`src/rtl/tx_pkg.sv`:
```
// ---------------------------------------------------------------------------
// tx_pkg -- shared definitions for the store-and-forward packet transmitter.
//   FLIT_W / DEPTH : default flit width and packet buffer depth
//   PTR_W          : buffer pointer width (a packet never exceeds 8 flits)
//   LEN_MSB/LEN_LSB: position of the body-length field inside the header flit
//   state_e        : transmitter state encoding
// ---------------------------------------------------------------------------
package tx_pkg;

    localparam int FLIT_W  = 8;
    localparam int DEPTH   = 8;
    localparam int PTR_W   = 3;
    localparam int LEN_MSB = 2;
    localparam int LEN_LSB = 0;

    typedef enum logic [1:0] {
        IDLE = 2'd0,
        LOAD = 2'd1,
        SEND = 2'd2
    } state_e;

endpackage

```
`src/rtl/tx_buffer.sv`:
```
// ---------------------------------------------------------------------------
// tx_buffer -- packet storage, DEPTH x FLIT_W registers.
// Ports:
//   clk          : clock, writes on rising edge
//   we/waddr/wdata : synchronous write port
//   raddr/rdata  : asynchronous read port
// Contents are not reset; a packet is always written before it is read.
// ---------------------------------------------------------------------------
module tx_buffer #(
    parameter int FLIT_W = tx_pkg::FLIT_W,
    parameter int DEPTH  = tx_pkg::DEPTH,
    parameter int AW     = tx_pkg::PTR_W
) (
    input  logic              clk,
    input  logic              we,
    input  logic [AW-1:0]     waddr,
    input  logic [FLIT_W-1:0] wdata,
    input  logic [AW-1:0]     raddr,
    output logic [FLIT_W-1:0] rdata
);

    logic [FLIT_W-1:0] mem_q [DEPTH];

    always_ff @(posedge clk) begin
        if (we) begin
            mem_q[waddr] <= wdata;
        end
    end

    assign rdata = mem_q[raddr];

endmodule

```
`src/rtl/tx.sv`:
```
// ---------------------------------------------------------------------------
// tx -- store-and-forward packet transmitter.
// A packet is a header flit (bits [2:0] = number of body flits) followed by
// 0..7 body flits. The whole packet is loaded from the upstream req/ack port,
// then replayed on the downstream channel req/ack port.
// Ports:
//   clk, reset          : clock, synchronous active-high reset
//   in_req/in_flit/in_ack : upstream flit input (in_ack low only while sending)
//   ch_req/ch_flit/ch_ack : downstream channel (ch_flit is 0 when ch_req low)
//   busy                : a packet is being loaded or sent
//   pkt_count           : packets sent, wraps at 256 (only with TX_PKT_COUNT_EN)
// Optional feature macro: TX_PKT_COUNT_EN
//
// state | meaning
// IDLE  | waiting for a header flit
// LOAD  | storing body flits until LEN have arrived
// SEND  | presenting stored flits on the channel
// ---------------------------------------------------------------------------
module tx #(
    parameter int FLIT_W = tx_pkg::FLIT_W,
    parameter int DEPTH  = tx_pkg::DEPTH
) (
    input  logic              clk,
    input  logic              reset,
    input  logic              in_req,
    input  logic [FLIT_W-1:0] in_flit,
    output logic              in_ack,
    output logic              ch_req,
    output logic [FLIT_W-1:0] ch_flit,
    input  logic              ch_ack,
    output logic              busy
`ifdef TX_PKT_COUNT_EN
    ,
    output logic [7:0]        pkt_count
`endif
);

    import tx_pkg::*;

    state_e            state_q;
    logic [PTR_W-1:0]  wr_ptr_q;
    logic [PTR_W-1:0]  rd_ptr_q;
    logic [PTR_W-1:0]  len_q;
    logic              ch_req_q;
    logic              busy_q;

    logic              in_xfer;
    logic              ch_xfer;
    logic              last_out;
    logic [PTR_W-1:0]  in_len;
    logic              buf_we;
    logic [PTR_W-1:0]  buf_waddr;
    logic [FLIT_W-1:0] buf_rdata;

    assign in_ack    = (state_q != SEND);
    assign in_xfer   = in_req & in_ack;
    assign ch_xfer   = ch_req_q & ch_ack;
    assign last_out  = ch_xfer & (rd_ptr_q == len_q);
    assign in_len    = in_flit[LEN_MSB:LEN_LSB];

    // Header always lands in entry 0; wr_ptr only matters during LOAD.
    assign buf_we    = in_xfer & ~reset;
    assign buf_waddr = (state_q == IDLE) ? '0 : wr_ptr_q;

    tx_buffer #(
        .FLIT_W (FLIT_W),
        .DEPTH  (DEPTH),
        .AW     (PTR_W)
    ) u_buffer (
        .clk   (clk),
        .we    (buf_we),
        .waddr (buf_waddr),
        .wdata (in_flit),
        .raddr (rd_ptr_q),
        .rdata (buf_rdata)
    );

    always_ff @(posedge clk) begin
        if (reset) begin
            state_q  <= IDLE;
            wr_ptr_q <= '0;
            rd_ptr_q <= '0;
            len_q    <= '0;
            ch_req_q <= 1'b0;
            busy_q   <= 1'b0;
        end else begin
            unique case (state_q)
                IDLE: begin
                    if (in_xfer) begin
                        len_q  <= in_len;
                        busy_q <= 1'b1;
                        if (in_len == '0) begin
                            state_q  <= SEND;
                            rd_ptr_q <= '0;
                            ch_req_q <= 1'b1;
                        end else begin
                            state_q  <= LOAD;
                            wr_ptr_q <= PTR_W'(1);
                        end
                    end
                end
                LOAD: begin
                    if (in_xfer) begin
                        if (wr_ptr_q == len_q) begin
                            state_q  <= SEND;
                            wr_ptr_q <= '0;
                            rd_ptr_q <= '0;
                            ch_req_q <= 1'b1;
                        end else begin
                            wr_ptr_q <= wr_ptr_q + PTR_W'(1);
                        end
                    end
                end
                SEND: begin
                    if (last_out) begin
                        state_q  <= IDLE;
                        rd_ptr_q <= '0;
                        ch_req_q <= 1'b0;
                        busy_q   <= 1'b0;
                    end else if (ch_xfer) begin
                        rd_ptr_q <= rd_ptr_q + PTR_W'(1);
                    end
                end
                default: begin
                    state_q  <= IDLE;
                    ch_req_q <= 1'b0;
                    busy_q   <= 1'b0;
                end
            endcase
        end
    end

    assign ch_req  = ch_req_q;
    assign busy    = busy_q;
    // Channel data is forced to zero outside SEND so stale buffer contents never leak.
    assign ch_flit = ch_req_q ? buf_rdata : '0;

`ifdef TX_PKT_COUNT_EN
    logic [7:0] pkt_count_q;

    always_ff @(posedge clk) begin
        if (reset) begin
            pkt_count_q <= '0;
        end else if (last_out) begin
            pkt_count_q <= pkt_count_q + 8'd1;
        end
    end

    assign pkt_count = pkt_count_q;
`endif

endmodule

```
`config.mk`:
```
export PLATFORM = sky130hd
export DESIGN_NAME = tx
export DESIGN_NICKNAME = d
export VERILOG_FILES = /design/src/rtl/tx_pkg.sv /design/src/rtl/tx_buffer.sv /design/src/rtl/tx.sv
export SDC_FILE = /design/constraint.sdc
export NUM_CORES = 1
export LEC_CHECK = 0
export ABC_AREA = 1
export ABC_CLOCK_PERIOD_IN_PS = 1980
export BUFFER_PORTS_ARGS = -buffer_cell sky130_fd_sc_hd__buf_2
export CAP_MARGIN = 30
export CORE_MARGIN = 2
export CORE_UTILIZATION = 40
export CTS_CLUSTER_DIAMETER = 100
export DETAILED_ROUTE_END_ITERATION = 12
export GPL_ROUTABILITY_DRIVEN = 0
export PLACE_DENSITY = 0.68
export REMOVE_ABC_BUFFERS = 1
export SYNTH_ARGS = -nofsm -noshare
export SYNTH_HDL_FRONTEND = slang
export SYNTH_HIERARCHICAL = 1
export SYNTH_SLANG_ARGS = --single-unit
```
`constraint.sdc`:
```
create_clock -name clk -period 1.98 [get_ports clk]
set_input_delay 0.198 -clock clk [delete_from_list [all_inputs] [get_ports clk]]
set_output_delay 0.198 -clock clk [all_outputs]
set_load 0.005 [all_outputs]
```
* After elaboration in Yosys (flattened, before gate mapping) *
Memories as Yosys holds them, arrays and structs flattened. A register that Yosys moved wholly into a read port is not among the register bits.
Cells that the tools add are included.

storage, ports and cells
  logic and storage cells = 69
  register bits = 13
  output and inout bits = 11
  memories kept = 1
  RAM bits = 64
  input bits = 12

cells by class
  mux-type cells = 32
  add/subtract/negate cells = 2
  bitwise gates (word level) = 6
  eq/ne operators = 12
  reduce and logical (&&, ||, !) cells = 10

memory list
  memory          words  bits a word  rd ports  clocked after Yosys merged registers in  write ports  line             source
  u_buffer.mem_q  8      8            1         1                                        1            tx_buffer.sv:22  logic [FLIT_W-1:0] mem_q [DEPTH];

operator list
  kind                 number
  $mux 3               13
  $ne 2x2->1 const B   6
  $mux 2               5
  $pmux 3 s3           1
  $mux 1               8
  $mux 8               1
  $reduce_and 4->1     2
  $add 3x1->3 const B  2
  $eq 3x3->1           2
  $pmux 1 s3           2
  $pmux 2 s3           1
  $pmux 3 s2           1
  $reduce_and 6->1     1
  $reduce_and 5->1     1
  $and 1x1->1          4
  $logic_not 3->1      1
  $ne 3x3->1 const B   1
  $reduce_and 3->1     1
  $reduce_bool 3->1    1
  $eq 2x1->1 const B   1
  $eq 2x2->1 const B   1
  $logic_not 2->1      1
  $ne 2x1->1 const B   1
  $not 1->1            2
  2 further kinds      2

* Logic depth before layout (Yosys ltp) *
Gate-level depths: netlist (run 1).

  depth after elaboration = 6
  gate-level depth with buffers = 11
  mapped depth without buffers = 10

* Hierarchy *
Netlist (run 1), hierarchy kept.

by module, submodules not included
  module     seq. area each (µm²)  cells each  area each (µm²)  instances
  tx_buffer  1921.8                295         2890.3           1
  tx         260.2                 144         864.6            1

* Worst setup path before layout (run 1) *
No wires, ideal clock.

  path type = flip-flop to flip-flop
  from = register state_q[0]
  to = memory u_buffer.mem_q[1][0], enable pin
  clock period less this slack = 1600 ps
  buffers on the path = 0
  stages on the path, launching flop included = 7
  arrival time = 1230 ps
  data required time = 1610 ps
  path slack = 380 ps
  library setup time = 370 ps
  cell sequence = dfxtp_1 -> inv_2 -> nand2_1 -> inv_1 -> nor2_1 -> nand2_1 -> nor2_1

between the ends
  longest elaborated chain between the ends = 5
  elaborated cells between the ends (all ways) = 7
  classes of those cells = eq/ne (1); mux (3); bitwise (2); reduce/logical (1)

RTL lines
  what                          line             source
  start: declaration            tx.sv:40         state_e state_q;
  start signal: assignment      tx.sv:80         state_q <= IDLE;
  start signal: assignment      tx.sv:93         state_q <= SEND;
  start signal: assignment      tx.sv:97         state_q <= LOAD;
  $ne 2x2->1                    tx.sv:55         assign in_ack = (state_q != SEND);
  net in_ack                    tx.sv:27         output logic in_ack,
  $and 1x1->1                   tx.sv:56         assign in_xfer = in_req & in_ack;
  $and 1x1->1                   tx.sv:62         assign buf_we = in_xfer & ~reset;
  net buf_we                    tx.sv:51         logic buf_we;
  $mux 1                        tx_buffer.sv:25  if (we) begin
  $mux 1 (not written as such)  tx_buffer.sv:26  mem_q[waddr] <= wdata;
  end: declaration              tx_buffer.sv:22

The timed path passes the listed nets, and every way through them passes these cells.

==> run_summary.xml, run 1 <==
<?xml version="1.0" encoding="UTF-8"?>
<metrics>
  <group name="cts">
    <metric name="cts_post_setup_buffers_inserted" unit="">0</metric>
    <metric name="cts_root_buf" unit="">sky130_fd_sc_hd__clkbuf_8</metric>
    <metric name="clk_pin_slew_worst_paths" unit="ps">80</metric>
    <metric name="clk_latency" unit="ps">350</metric>
    <metric name="cts_tree" unit="">done</metric>
    <metric name="cts-htree-levels" unit="">3</metric>
    <metric name="max_buffers_root_to_sink" unit="">2</metric>
    <metric name="cts_num_sinks" unit="">77</metric>
    <metric name="cts_buffers" unit="">9</metric>
  </group>
  <group name="global_route">
    <metric name="grt_overflow_total" unit="">0</metric>
    <metric name="grt_start_max_net_pins" unit="">33</metric>
    <metric name="via_count_of_the_first_global_routing_pass" unit="">2436</metric>
    <metric name="global_route_wire_length_before_repair" unit="mm">12.0</metric>
    <metric name="antenna_found_initial" unit="">0</metric>
    <metric name="global_route.usage.total" unit="%">15.6</metric>
  </group>
  <group name="timing">
    <metric name="minimum_period_implied_by_the_final_worst_setup_slack" unit="ps">1800</metric>
    <metric name="final_max_slew_viol_count" unit="">0</metric>
    <metric name="setup_repair_after_global_routing_missed_its_margin" unit="">no</metric>
    <metric name="final.setup.worst_slack" unit="ps">176</metric>
    <metric name="tightestPinTransition" unit="ps">361</metric>
    <metric name="final.period_utilization" unit="%">91.1</metric>
    <metric name="clock_skew" unit="ps">8.37</metric>
    <metric name="final-hold-violation-count" unit="">0</metric>
    <metric name="setup_total_negative_slack" unit="ps">0</metric>
    <metric name="max-slew-margin-rel" unit="%">75.8</metric>
    <metric name="setup_viol" unit="">0</metric>
    <metric name="achievable-frequency" unit="GHz">0.554</metric>
  </group>
  <group name="routing">
    <metric name="detail_route.vias_per_cell" unit="">4.54</metric>
    <metric name="detailroute.via_count" unit="">2703</metric>
    <metric name="drt_wl_total" unit="mm">7.36</metric>
    <metric name="iteration_count_of_the_initial_detailed_routing_pass" unit="">4</metric>
    <metric name="first_iter_violations" unit="">156</metric>
    <metric name="routedWlPerCell" unit="um">12.3</metric>
    <metric name="drt.antenna.violating_nets" unit="">0</metric>
    <metric name="drc" unit="">0</metric>
  </group>
  <group name="final_layout">
    <metric name="sequential_cell_area" unit="um^2">2180</metric>
    <metric name="mostFrequentLayoutCell" unit="">sky130_fd_sc_hd__nand2_1</metric>
    <metric name="final_nets" unit="">494</metric>
    <metric name="layout-drive-gt1-share" unit="%">15.7</metric>
    <metric name="multi_input_area" unit="um^2">1090</metric>
    <metric name="final.fill_count" unit="">876</metric>
    <metric name="insertedDiodeCount" unit="">0</metric>
    <metric name="mostFrequentLayoutCells" unit="">sky130_fd_sc_hd__nand2_1 (156), sky130_fd_sc_hd__inv_1 (91), sky130_fd_sc_hd__edfxtp_1 (64)</metric>
    <metric name="syn2layout_area_growth" unit="%">13.0</metric>
  </group>
  <group name="synthesis">
    <metric name="number_of_distinct_library_cell_variants_in_the_gate_level_netlist_after_synthesis" unit="">26</metric>
    <metric name="synth-async-reset-ratio" unit="%">0</metric>
    <metric name="postSynthRegisterBits" unit="">77</metric>
    <metric name="yosys_warnings" unit="">6</metric>
    <metric name="synth_area" unit="um^2">3750</metric>
    <metric name="synth_area_per_cell" unit="um^2">8.55</metric>
    <metric name="post_synth_edffs" unit="">64</metric>
    <metric name="yosysSeqAreaShare" unit="%">58.1</metric>
    <metric name="syn_inst" unit="">439</metric>
    <metric name="synth_top_flop_cell" unit="">sky130_fd_sc_hd__edfxtp_1</metric>
  </group>
  <group name="die">
    <metric name="core_area" unit="um^2">9150</metric>
    <metric name="top_level_ports" unit="">23</metric>
    <metric name="area_of_the_die" unit="um^2">10200</metric>
    <metric name="fp-row-count" unit="">35</metric>
    <metric name="die_w" unit="um">101</metric>
    <metric name="chipHeight" unit="um">101</metric>
    <metric name="initial_core_util" unit="%">41.0</metric>
  </group>
  <group name="power">
    <metric name="vdd_ir_drop_max" unit="mV">0.377</metric>
    <metric name="power.density" unit="nW/um^2">887</metric>
    <metric name="p_leak" unit="nW">2.06</metric>
  </group>
  <group name="placement">
    <metric name="place.port_buffers" unit="">22</metric>
    <metric name="hpwlAfterDp" unit="mm">5.33</metric>
    <metric name="pre_cts_slack" unit="ps">376</metric>
  </group>
  <group name="setup_path">
    <metric name="crit_path_cell_trace" unit="">buf_4 -&gt; nand2_1 -&gt; nand3_1 -&gt; nand2_1 -&gt; nand2_1 -&gt; nand2_1 -&gt; nand2_1 -&gt; inv_1 -&gt; buf_2</metric>
    <metric name="slowest_delay" unit="ps">400</metric>
    <metric name="timing.setup.critical_path_class" unit="">flop to output port</metric>
    <metric name="critical-path-slowest-cell" unit="">sky130_fd_sc_hd__dfxtp_1</metric>
    <metric name="cp.required" unit="ps">1780</metric>
    <metric name="timing.critical_path.fanout_max" unit="">20</metric>
    <metric name="cell_type_group_with_the_largest_total_delay_on_the_critical_path" unit="">simple AND/OR/NAND/NOR gates</metric>
    <metric name="critPathBufInv" unit="">3</metric>
    <metric name="cp_data_arrival_time" unit="ps">1610</metric>
    <metric name="critical_path.startpoint_type" unit="">flop</metric>
    <metric name="path_common_cell" unit="">sky130_fd_sc_hd__nand2_1</metric>
    <metric name="worst_setup_path_end_kind" unit="">output port</metric>
  </group>
  <group name="outcome">
    <metric name="run_status" unit="">finished clean</metric>
  </group>
  <group name="hold_path">
    <metric name="worst_hold_path_type" unit="">primary input to flop</metric>
  </group>
  <group name="run">
    <metric name="cap_viol_max_count" unit="">0</metric>
  </group>
</metrics>
[flip-flops by register name, summed over array words and instances (netlist names)]
| register | count |
|---|---|
| state_q | 2 |
| ch_req | 1 |
| rd_ptr_q | 3 |
| len_q | 3 |
| u_buffer/mem_q | 64 |
| wr_ptr_q | 3 |
| busy | 1 |
[routing by layer]
metal / vias up / part of all wire [%] / routed length, um / global-route usage (%)
li1: 1423 / - / - / -
met1: 1226 / 47 / 3490 / 21.0
met2: 42 / 47 / 3470 / 24.8
met3: 12 / 3.1 / 230 / 3.26
met4: 0 / 2.3 / 166 / 6.22
met5: - / 0 / 0 / 0
[through the flow]
step           utilization (%)  std cells  hold slack [ps]  instance area [um^2]  power [mW]
2_1_floorplan                -        427              267                  3640        2.39
3_3_place_gp              44.2        580              448                  4040        2.63
3_5_place_dp              44.2        580              452                  4040        2.64
4_1_cts                   46.3        596             66.9                  4240        3.80
5_1_grt                   46.4        596             83.7                  4240        3.97
6_report                  46.4        596             82.1                  4240        3.76
[kinds of logic (layout without fill, tap and decap cells)]
group,Yosys count,after routing,synth area share [%]
xor gates and xnor gates,1,1,0.233
DFF,77,77,58.1
AOI/OAI and AO/OA,16,16,2.77
adders and majority gates,2,2,0.666
and+or+nand+nor,232,232,25.3
buffers and inverters,111,157,13.0
[area by class of cell]
| class | instances | area share, % |
|---|---|---|
| Timing Repair Buffer | 42 | 6.13 |
| Clock buffer | 9 | 2.92 |
| Tap cell | 111 | 3.27 |
| Sequential cell | 77 | 51.5 |
| Inverter | 99 | 8.85 |
| Multi-Input combinational cell | 251 | 25.6 |
| Clock inverter | 7 | 1.77 |
[cell usage after synthesis (3+ instances only)]
| cell | number | share of area, % |
|---|---|---|
| sky130_fd_sc_hd__dfxtp_1 | 13 | 6.9 |
| sky130_fd_sc_hd__o21ai_0 | 5 | 0.67 |
| sky130_fd_sc_hd__nand2_1 | 156 | 16 |
| sky130_fd_sc_hd__inv_2 | 5 | 0.50 |
| sky130_fd_sc_hd__nor2_1 | 30 | 3.0 |
| sky130_fd_sc_hd__buf_4 | 3 | 0.60 |
| sky130_fd_sc_hd__inv_1 | 91 | 9.1 |
| sky130_fd_sc_hd__a21oi_1 | 7 | 0.93 |
| sky130_fd_sc_hd__nand3_1 | 35 | 4.7 |
| sky130_fd_sc_hd__edfxtp_1 | 64 | 51 |
| sky130_fd_sc_hd__buf_6 | 7 | 2.1 |
| sky130_fd_sc_hd__nand2_2 | 4 | 0.67 |
[repair_timing]
action	4_1_cts	5_1_grt
hold buffers	0	0
gates resized for setup	0	1
endpoints found under the setup margin	0	2
[where the power goes]
group / total, mW / switching, mW / leakage, nW / internal (mW)
Sequential: 1.86 / 0.0466 / 0.685 / 1.81
Combinational: 0.743 / 0.489 / 1.28 / 0.254
Clock: 1.16 / 0.577 / 0.0918 / 0.585
[worst paths after layout]
path,start,cells past startpoint,to,slack [ps]
min,reset,2,busy$_SDFFE_PP0P_,80
min reg2reg,busy$_SDFFE_PP0P_,2,busy$_SDFFE_PP0P_,460
max,rd_ptr_q[0]$_SDFFE_PP0P_,9,ch_flit[7],180
max reg2reg,state_q[0]$_SDFFE_PP0P_,7,u_buffer/mem_q[6][6]$_DFFE_PP_,350
Note: power is estimated with default switching activity, not from simulation.
==> run 2: changes to the inputs <==
- CORE_ASPECT_RATIO: unset -> 0.8
==> run 2 against run 1 <==
Via count rose by 3.8%. Register-to-register slack better by 30 ps. Non-clock buffer count shrank 4. Cell area increased by 2.4%. Die area about the same. Cell count did not move. Global-route usage rose by 1.3 points. Combinational power rose by 3.0%. Core utilization increased by 1.5 points. Clock power grew 47%.
==> run_summary.xml, run 2 (same netlist as run 1, synthesis figures left out) <==
<?xml version="1.0" encoding="UTF-8"?>
<metrics>
  <group name="global_route">
    <metric name="antenna_found_initial" unit="">0</metric>
    <metric name="global_route_wire_length_before_repair" unit="mm">13.3</metric>
    <metric name="grt_start_max_net_pins" unit="">33</metric>
    <metric name="grt_overflow_total" unit="">0</metric>
    <metric name="global_route.usage.total" unit="%">16.9</metric>
    <metric name="via_count_of_the_first_global_routing_pass" unit="">2634</metric>
  </group>
  <group name="final_layout">
    <metric name="largest_reg_flops" unit="">64</metric>
    <metric name="stdcell_area" unit="um^2">4350</metric>
    <metric name="post_layout_nonfiller_instances" unit="">596</metric>
    <metric name="final_core_utilization" unit="%">47.9</metric>
    <metric name="final.fill_count" unit="">843</metric>
    <metric name="mostFrequentLayoutCells" unit="">sky130_fd_sc_hd__nand2_1 (156), sky130_fd_sc_hd__inv_1 (91), sky130_fd_sc_hd__edfxtp_1 (64)</metric>
    <metric name="largest_register" unit="">u_buffer/mem_q</metric>
    <metric name="insertedDiodeCount" unit="">0</metric>
    <metric name="mostFrequentLayoutCell" unit="">sky130_fd_sc_hd__nand2_1</metric>
    <metric name="layout-drive-gt1-share" unit="%">15.0</metric>
    <metric name="final_nets" unit="">490</metric>
    <metric name="syn2layout_area_growth" unit="%">15.8</metric>
  </group>
  <group name="die">
    <metric name="initial_core_util" unit="%">41.4</metric>
    <metric name="core_area" unit="um^2">9080</metric>
    <metric name="die_w" unit="um">112</metric>
    <metric name="area_of_the_die" unit="um^2">10200</metric>
    <metric name="fp-row-count" unit="">31</metric>
    <metric name="chipHeight" unit="um">90.7</metric>
    <metric name="top_level_ports" unit="">23</metric>
  </group>
  <group name="routing">
    <metric name="drt.antenna.violating_nets" unit="">0</metric>
    <metric name="drc" unit="">0</metric>
    <metric name="first_iter_violations" unit="">224</metric>
    <metric name="detail_route.vias_per_cell" unit="">4.71</metric>
    <metric name="routedWlPerCell" unit="um">13.8</metric>
    <metric name="detailroute.via_count" unit="">2805</metric>
    <metric name="iteration_count_of_the_initial_detailed_routing_pass" unit="">5</metric>
    <metric name="drt_wl_total" unit="mm">8.25</metric>
  </group>
  <group name="power">
    <metric name="share_seq_of_total_power" unit="%">43.0</metric>
    <metric name="clockPowerShare" unit="%">39.3</metric>
    <metric name="vdd_ir_drop_max" unit="mV">0.370</metric>
    <metric name="power.density" unit="nW/um^2">998</metric>
    <metric name="power.switching_fraction" unit="%">27.1</metric>
    <metric name="switching_component_of_the_power" unit="mW">1.18</metric>
    <metric name="total_power" unit="mW">4.34</metric>
    <metric name="power.share.combinational" unit="%">17.6</metric>
    <metric name="p_leak" unit="nW">2.10</metric>
    <metric name="p_int" unit="mW">3.16</metric>
  </group>
  <group name="placement">
    <metric name="placed_cell_area" unit="um^2">4030</metric>
    <metric name="hpwlAfterDp" unit="mm">5.59</metric>
    <metric name="place.port_buffers" unit="">22</metric>
    <metric name="dpl.cell_count" unit="">580</metric>
  </group>
  <group name="cts">
    <metric name="clk_latency" unit="ps">330</metric>
    <metric name="cts_tree" unit="">done</metric>
    <metric name="clk_pin_slew_worst_paths" unit="ps">60</metric>
    <metric name="cts_num_sinks" unit="">77</metric>
    <metric name="cts-htree-levels" unit="">3</metric>
    <metric name="cts_post_setup_buffers_inserted" unit="">0</metric>
    <metric name="cts_buffers" unit="">9</metric>
    <metric name="cts_root_buf" unit="">sky130_fd_sc_hd__clkbuf_16</metric>
    <metric name="max_buffers_root_to_sink" unit="">2</metric>
  </group>
  <group name="setup_path">
    <metric name="timing.critical_path.fanout_max" unit="">16</metric>
    <metric name="setup_slack_of_the_worst_register_to_register_path" unit="ps">380</metric>
    <metric name="critical-path-slowest-cell" unit="">sky130_fd_sc_hd__dfxtp_1</metric>
    <metric name="cp.required" unit="ps">1780</metric>
    <metric name="number_of_cells_traversed_by_the_worst_register_to_register_path" unit="">7</metric>
    <metric name="timing.setup.critical_path_class" unit="">flop to output port</metric>
    <metric name="critical_path.reg2reg.endpoint" unit="">u_buffer/mem_q[3][2]$_DFFE_PP_</metric>
    <metric name="critical_path.startpoint_type" unit="">flop</metric>
    <metric name="critPathBufInv" unit="">3</metric>
    <metric name="crit_path_cell_trace" unit="">buf_4 -&gt; nand3_1 -&gt; nand2_1 -&gt; nand2_1 -&gt; nand2_1 -&gt; nand2_1 -&gt; inv_1 -&gt; buf_2</metric>
    <metric name="slowest_delay" unit="ps">450</metric>
    <metric name="crit_start" unit="">rd_ptr_q[1]$_SDFFE_PP0P_</metric>
    <metric name="critical_path.reg2reg.startpoint" unit="">state_q[0]$_SDFFE_PP0P_</metric>
    <metric name="worst_setup_path_end_kind" unit="">output port</metric>
    <metric name="path_common_cell" unit="">sky130_fd_sc_hd__nand2_1</metric>
    <metric name="cell_type_group_with_the_largest_total_delay_on_the_critical_path" unit="">flip-flops</metric>
    <metric name="cp_data_arrival_time" unit="ps">1620</metric>
  </group>
  <group name="timing">
    <metric name="tightestPinTransition" unit="ps">417</metric>
    <metric name="final-hold-violation-count" unit="">0</metric>
    <metric name="setup_total_negative_slack" unit="ps">0</metric>
    <metric name="final_max_slew_viol_count" unit="">0</metric>
    <metric name="max-slew-margin-rel" unit="%">72.1</metric>
    <metric name="clock_skew" unit="ps">4.57</metric>
    <metric name="final.period_utilization" unit="%">91.7</metric>
    <metric name="setup_viol" unit="">0</metric>
    <metric name="achievable-frequency" unit="GHz">0.551</metric>
    <metric name="setup_repair_after_global_routing_missed_its_margin" unit="">no</metric>
    <metric name="minimum_period_implied_by_the_final_worst_setup_slack" unit="ps">1810</metric>
  </group>
  <group name="hold_path">
    <metric name="timing.hold.worst_endpoint" unit="">wr_ptr_q[2]$_SDFFE_PP0P_</metric>
    <metric name="worst_hold_path_type" unit="">primary input to flop</metric>
    <metric name="hold_path_stages" unit="">2</metric>
    <metric name="min_from" unit="">reset</metric>
  </group>
  <group name="run">
    <metric name="cap_viol_max_count" unit="">0</metric>
  </group>
  <group name="outcome">
    <metric name="run_status" unit="">finished clean</metric>
  </group>
</metrics>
run 2: changes by cell type in the layout (fill, tap and decap cells not counted):
cell,change
sky130_fd_sc_hd__buf_12,+1
sky130_fd_sc_hd__buf_4,-5
sky130_fd_sc_hd__bufinv_16,+1
sky130_fd_sc_hd__clkbuf_16,+9
sky130_fd_sc_hd__clkbuf_8,-9
sky130_fd_sc_hd__clkinv_2,+2
sky130_fd_sc_hd__clkinv_4,-1
sky130_fd_sc_hd__clkinvlp_4,-1
sky130_fd_sc_hd__inv_6,-1
run 2: worst reg2reg max path: cells and delay by family (launching register included):
family,cells,cell delay [ps]
and+or+nand+nor,4,550
DFF,1,380
buffers and inverters,3,370
run 2: layout make-up:
cell class              instances  area (um^2)  share of cell area [%]
multi-input cells             251         1090                    25.0
clock buffers                   9          225                    5.18
flip-flops and latches         77         2180                    50.2
well taps                     115          144                    3.31
clock inverters                 7         90.1                    2.07
inverters                      99          375                    8.64
repair buffers                 38          243                    5.58
run 2: power groups by stage:
stage | clock network, mW | logic, mW | registers (mW)
floorplan | 0 | 0.469 | 1.92
global placement | 0 | 0.745 | 1.89
detailed placement | 0 | 0.760 | 1.90
CTS | 1.74 | 0.766 | 1.86
global route | 1.81 | 0.877 | 1.87
finish | 1.71 | 0.765 | 1.87
run 2: worst max-delay path by stage:
| stage | to | slack, ps | cells past startpoint |
|---|---|---|---|
| floorplan | ch_flit[0] | 170 | 8 |
| global placement | u_buffer/mem_q[0][2]$_DFFE_PP_ | 460 | 7 |
| detailed placement | u_buffer/mem_q[0][2]$_DFFE_PP_ | 390 | 7 |
| CTS | ch_flit[1] | 70 | 9 |
| global route | ch_flit[1] | 10 | 9 |
| finish | ch_flit[2] | 170 | 8 |
run 2: what timing repair did:
item / 4_1_cts / 5_1_grt
resized for setup: 0 / 1
endpoints found under the setup margin: 0 / 8
hold buffers: 0 / 0
run 2: per-stage QoR:
step                hold WS, ps  worst slack, ps
detailed placement          449              393
CTS                         104             68.5
floorplan                   267              173
global route                109             13.9
global placement            445              455
finish                      125              165
run 2: layer usage:
metal	up-vias	track usage (%)	share of wire, %
met4	0	6.81	0.97
met5	-	0	0
met3	6	3.09	5.3
met2	78	26.9	48
met1	1308	23.0	46
li1	1413	-	-
==> run 3: changes to the inputs <==
- CORE_UTILIZATION: 40 -> 32
- PLACE_DENSITY: 0.68 -> 0.59
==> run 3 against run 2 <==
Clock power decreased by 5%. Sequential cell count unchanged. Power decreased by 2.0%. Worst setup slack improved by 20 ps. Worst hold slack got worse by 18 ps. Global-route usage decreased by 3.0 points. Critical path type unchanged. Core utilization decreased by 9.6 points. Via count decreased by 0.43%. Fmax increased by 1.1%. Sequential power about the same. Largest cell class unchanged.
==> run_summary.xml, run 3 (same netlist as run 1, synthesis figures left out) <==
<?xml version="1.0" encoding="UTF-8"?>
<metrics>
  <group name="cts">
    <metric name="max_buffers_root_to_sink" unit="">2</metric>
    <metric name="resized_after_cts" unit="">0</metric>
    <metric name="clk_latency" unit="ps">330</metric>
    <metric name="cts_tree" unit="">done</metric>
    <metric name="cts_buffers" unit="">9</metric>
    <metric name="cts_num_sinks" unit="">77</metric>
    <metric name="cts-htree-levels" unit="">3</metric>
    <metric name="cts_root_buf" unit="">sky130_fd_sc_hd__clkbuf_16</metric>
    <metric name="postCtsHoldBufs" unit="">0</metric>
    <metric name="cts_post_setup_buffers_inserted" unit="">0</metric>
    <metric name="clk_pin_slew_worst_paths" unit="ps">60</metric>
  </group>
  <group name="final_layout">
    <metric name="syn2layout_area_growth" unit="%">17.1</metric>
    <metric name="mostFrequentLayoutCells" unit="">sky130_fd_sc_hd__nand2_1 (156), sky130_fd_sc_hd__inv_1 (91), sky130_fd_sc_hd__edfxtp_1 (64)</metric>
    <metric name="final_nets" unit="">494</metric>
    <metric name="largest_register" unit="">u_buffer/mem_q</metric>
    <metric name="final_core_utilization" unit="%">38.3</metric>
    <metric name="mostFrequentLayoutCell" unit="">sky130_fd_sc_hd__nand2_1</metric>
    <metric name="layout-drive-gt1-share" unit="%">15.5</metric>
    <metric name="insertedDiodeCount" unit="">0</metric>
    <metric name="largest_reg_flops" unit="">64</metric>
    <metric name="post_layout_nonfiller_instances" unit="">633</metric>
  </group>
  <group name="setup_path">
    <metric name="number_of_cells_traversed_by_the_worst_register_to_register_path" unit="">7</metric>
    <metric name="crit_path_cell_trace" unit="">buf_4 -&gt; nand2_1 -&gt; nand3_1 -&gt; nand2_1 -&gt; nand2_1 -&gt; nand2_1 -&gt; nand2_1 -&gt; inv_1 -&gt; buf_2</metric>
    <metric name="critical-path-slowest-cell" unit="">sky130_fd_sc_hd__dfxtp_1</metric>
    <metric name="critical_path.startpoint_type" unit="">flop</metric>
    <metric name="timing.setup.critical_path_class" unit="">flop to output port</metric>
    <metric name="path_common_cell" unit="">sky130_fd_sc_hd__nand2_1</metric>
    <metric name="cp_data_arrival_time" unit="ps">1600</metric>
    <metric name="cp.required" unit="ps">1780</metric>
    <metric name="cell_type_group_with_the_largest_total_delay_on_the_critical_path" unit="">flip-flops</metric>
    <metric name="timing.critical_path.depth" unit="">9</metric>
    <metric name="worst_setup_path_end_kind" unit="">output port</metric>
    <metric name="slowest_delay" unit="ps">430</metric>
    <metric name="timing.critical_path.fanout_max" unit="">16</metric>
    <metric name="critPathBufInv" unit="">3</metric>
  </group>
  <group name="global_route">
    <metric name="groute.layer.met1.usage" unit="%">19.3</metric>
    <metric name="global_route_wire_length_before_repair" unit="mm">13.5</metric>
    <metric name="grt_busiest_layer" unit="">met2</metric>
    <metric name="via_count_of_the_first_global_routing_pass" unit="">2592</metric>
    <metric name="gr-usage-met3" unit="%">2.81</metric>
    <metric name="antenna_found_initial" unit="">0</metric>
    <metric name="global_route.usage.total" unit="%">13.9</metric>
    <metric name="grt_start_max_net_pins" unit="">33</metric>
    <metric name="use_met2" unit="%">21.7</metric>
    <metric name="grt_overflow_total" unit="">0</metric>
  </group>
  <group name="power">
    <metric name="p_leak" unit="nW">2.11</metric>
    <metric name="vdd_ir_drop_max" unit="mV">0.400</metric>
    <metric name="power.density" unit="nW/um^2">967</metric>
  </group>
  <group name="die">
    <metric name="top_level_ports" unit="">23</metric>
    <metric name="initial_core_util" unit="%">32.7</metric>
    <metric name="area_of_the_die" unit="um^2">12600</metric>
    <metric name="die_w" unit="um">125</metric>
    <metric name="fp-row-count" unit="">35</metric>
    <metric name="chipHeight" unit="um">101</metric>
    <metric name="core_area" unit="um^2">11500</metric>
  </group>
  <group name="routing">
    <metric name="iteration_count_of_the_initial_detailed_routing_pass" unit="">6</metric>
    <metric name="detail_route.vias_per_cell" unit="">4.41</metric>
    <metric name="drc" unit="">0</metric>
    <metric name="detailroute.via_count" unit="">2793</metric>
    <metric name="routedWlPerCell" unit="um">13.2</metric>
    <metric name="drt_wl_total" unit="mm">8.35</metric>
    <metric name="first_iter_violations" unit="">187</metric>
    <metric name="drt.antenna.violating_nets" unit="">0</metric>
  </group>
  <group name="placement">
    <metric name="dpl.cell_count" unit="">617</metric>
    <metric name="pre_cts_slack" unit="ps">336</metric>
    <metric name="place.port_buffers" unit="">22</metric>
    <metric name="hpwlAfterDp" unit="mm">5.97</metric>
  </group>
  <group name="timing">
    <metric name="max-slew-margin-rel" unit="%">72.3</metric>
    <metric name="final.period_utilization" unit="%">90.7</metric>
    <metric name="achievable-frequency" unit="GHz">0.557</metric>
    <metric name="setup_viol" unit="">0</metric>
    <metric name="finalHoldWorstSlack" unit="ps">107</metric>
    <metric name="clock_skew" unit="ps">5.12</metric>
    <metric name="setup_total_negative_slack" unit="ps">0</metric>
    <metric name="final_max_slew_viol_count" unit="">0</metric>
    <metric name="setup_repair_after_global_routing_missed_its_margin" unit="">no</metric>
    <metric name="tightestPinTransition" unit="ps">414</metric>
    <metric name="minimum_period_implied_by_the_final_worst_setup_slack" unit="ps">1790</metric>
    <metric name="final-hold-violation-count" unit="">0</metric>
    <metric name="final.setup.worst_slack" unit="ps">185</metric>
  </group>
  <group name="run">
    <metric name="cap_viol_max_count" unit="">0</metric>
  </group>
  <group name="hold_path">
    <metric name="worst_hold_path_type" unit="">primary input to flop</metric>
    <metric name="hold_path_stages" unit="">2</metric>
  </group>
  <group name="outcome">
    <metric name="run_status" unit="">finished clean</metric>
  </group>
</metrics>
-- run 3: cell count changes in the layout (fill, tap and decap cells not counted) --
cell	previous run	this run
sky130_fd_sc_hd__buf_12	1	0
sky130_fd_sc_hd__buf_4	15	18
sky130_fd_sc_hd__buf_6	0	2
sky130_fd_sc_hd__bufinv_16	2	1
sky130_fd_sc_hd__clkinv_2	4	2
sky130_fd_sc_hd__clkinv_4	0	3
sky130_fd_sc_hd__dfxtp_1	12	13
sky130_fd_sc_hd__dfxtp_2	1	0
-- run 3: per-stage QoR --
stage	power, mW	cell area [um^2]
2_1_floorplan	2.39	3640
3_3_place_gp	2.65	4090
3_5_place_dp	2.66	4090
4_1_cts	4.29	4390
5_1_grt	4.49	4400
6_report	4.25	4400
-- run 3: worst paths after layout --
| check | from | end | slack (ps) |
|---|---|---|---|
| max | rd_ptr_q[0]$_SDFFE_PP0P_ | ch_flit[7] | 190 |
| min | reset | state_q[1]$_SDFFE_PP0P_ | 110 |
| max reg2reg | state_q[0]$_SDFFE_PP0P_ | u_buffer/mem_q[4][1]$_DFFE_PP_ | 290 |
| min reg2reg | busy$_SDFFE_PP0P_ | busy$_SDFFE_PP0P_ | 490 |
-- run 3: area by class of cell --
cell class | instances | area, um^2
inverters | 99 | 375
fillers | 1148 | 7080
multi-input cells | 251 | 1090
repair buffers | 42 | 268
well taps | 148 | 185
clock inverters | 7 | 76.3
clock buffers | 9 | 225
flip-flops and latches | 77 | 2180
-- run 3: layer usage --
metal | vias up | part of all wire (%)
li1 | 1423 | -
met2 | 55 | 45
met1 | 1304 | 50
met4 | 0 | 1.2
met5 | - | 0
met3 | 11 | 3.9
-- run 3: where the power goes --
group,switching (mW),internal [mW]
Sequential,0.0485,1.81
Clock,0.644,0.979
Combinational,0.514,0.253
Total,1.21,3.04
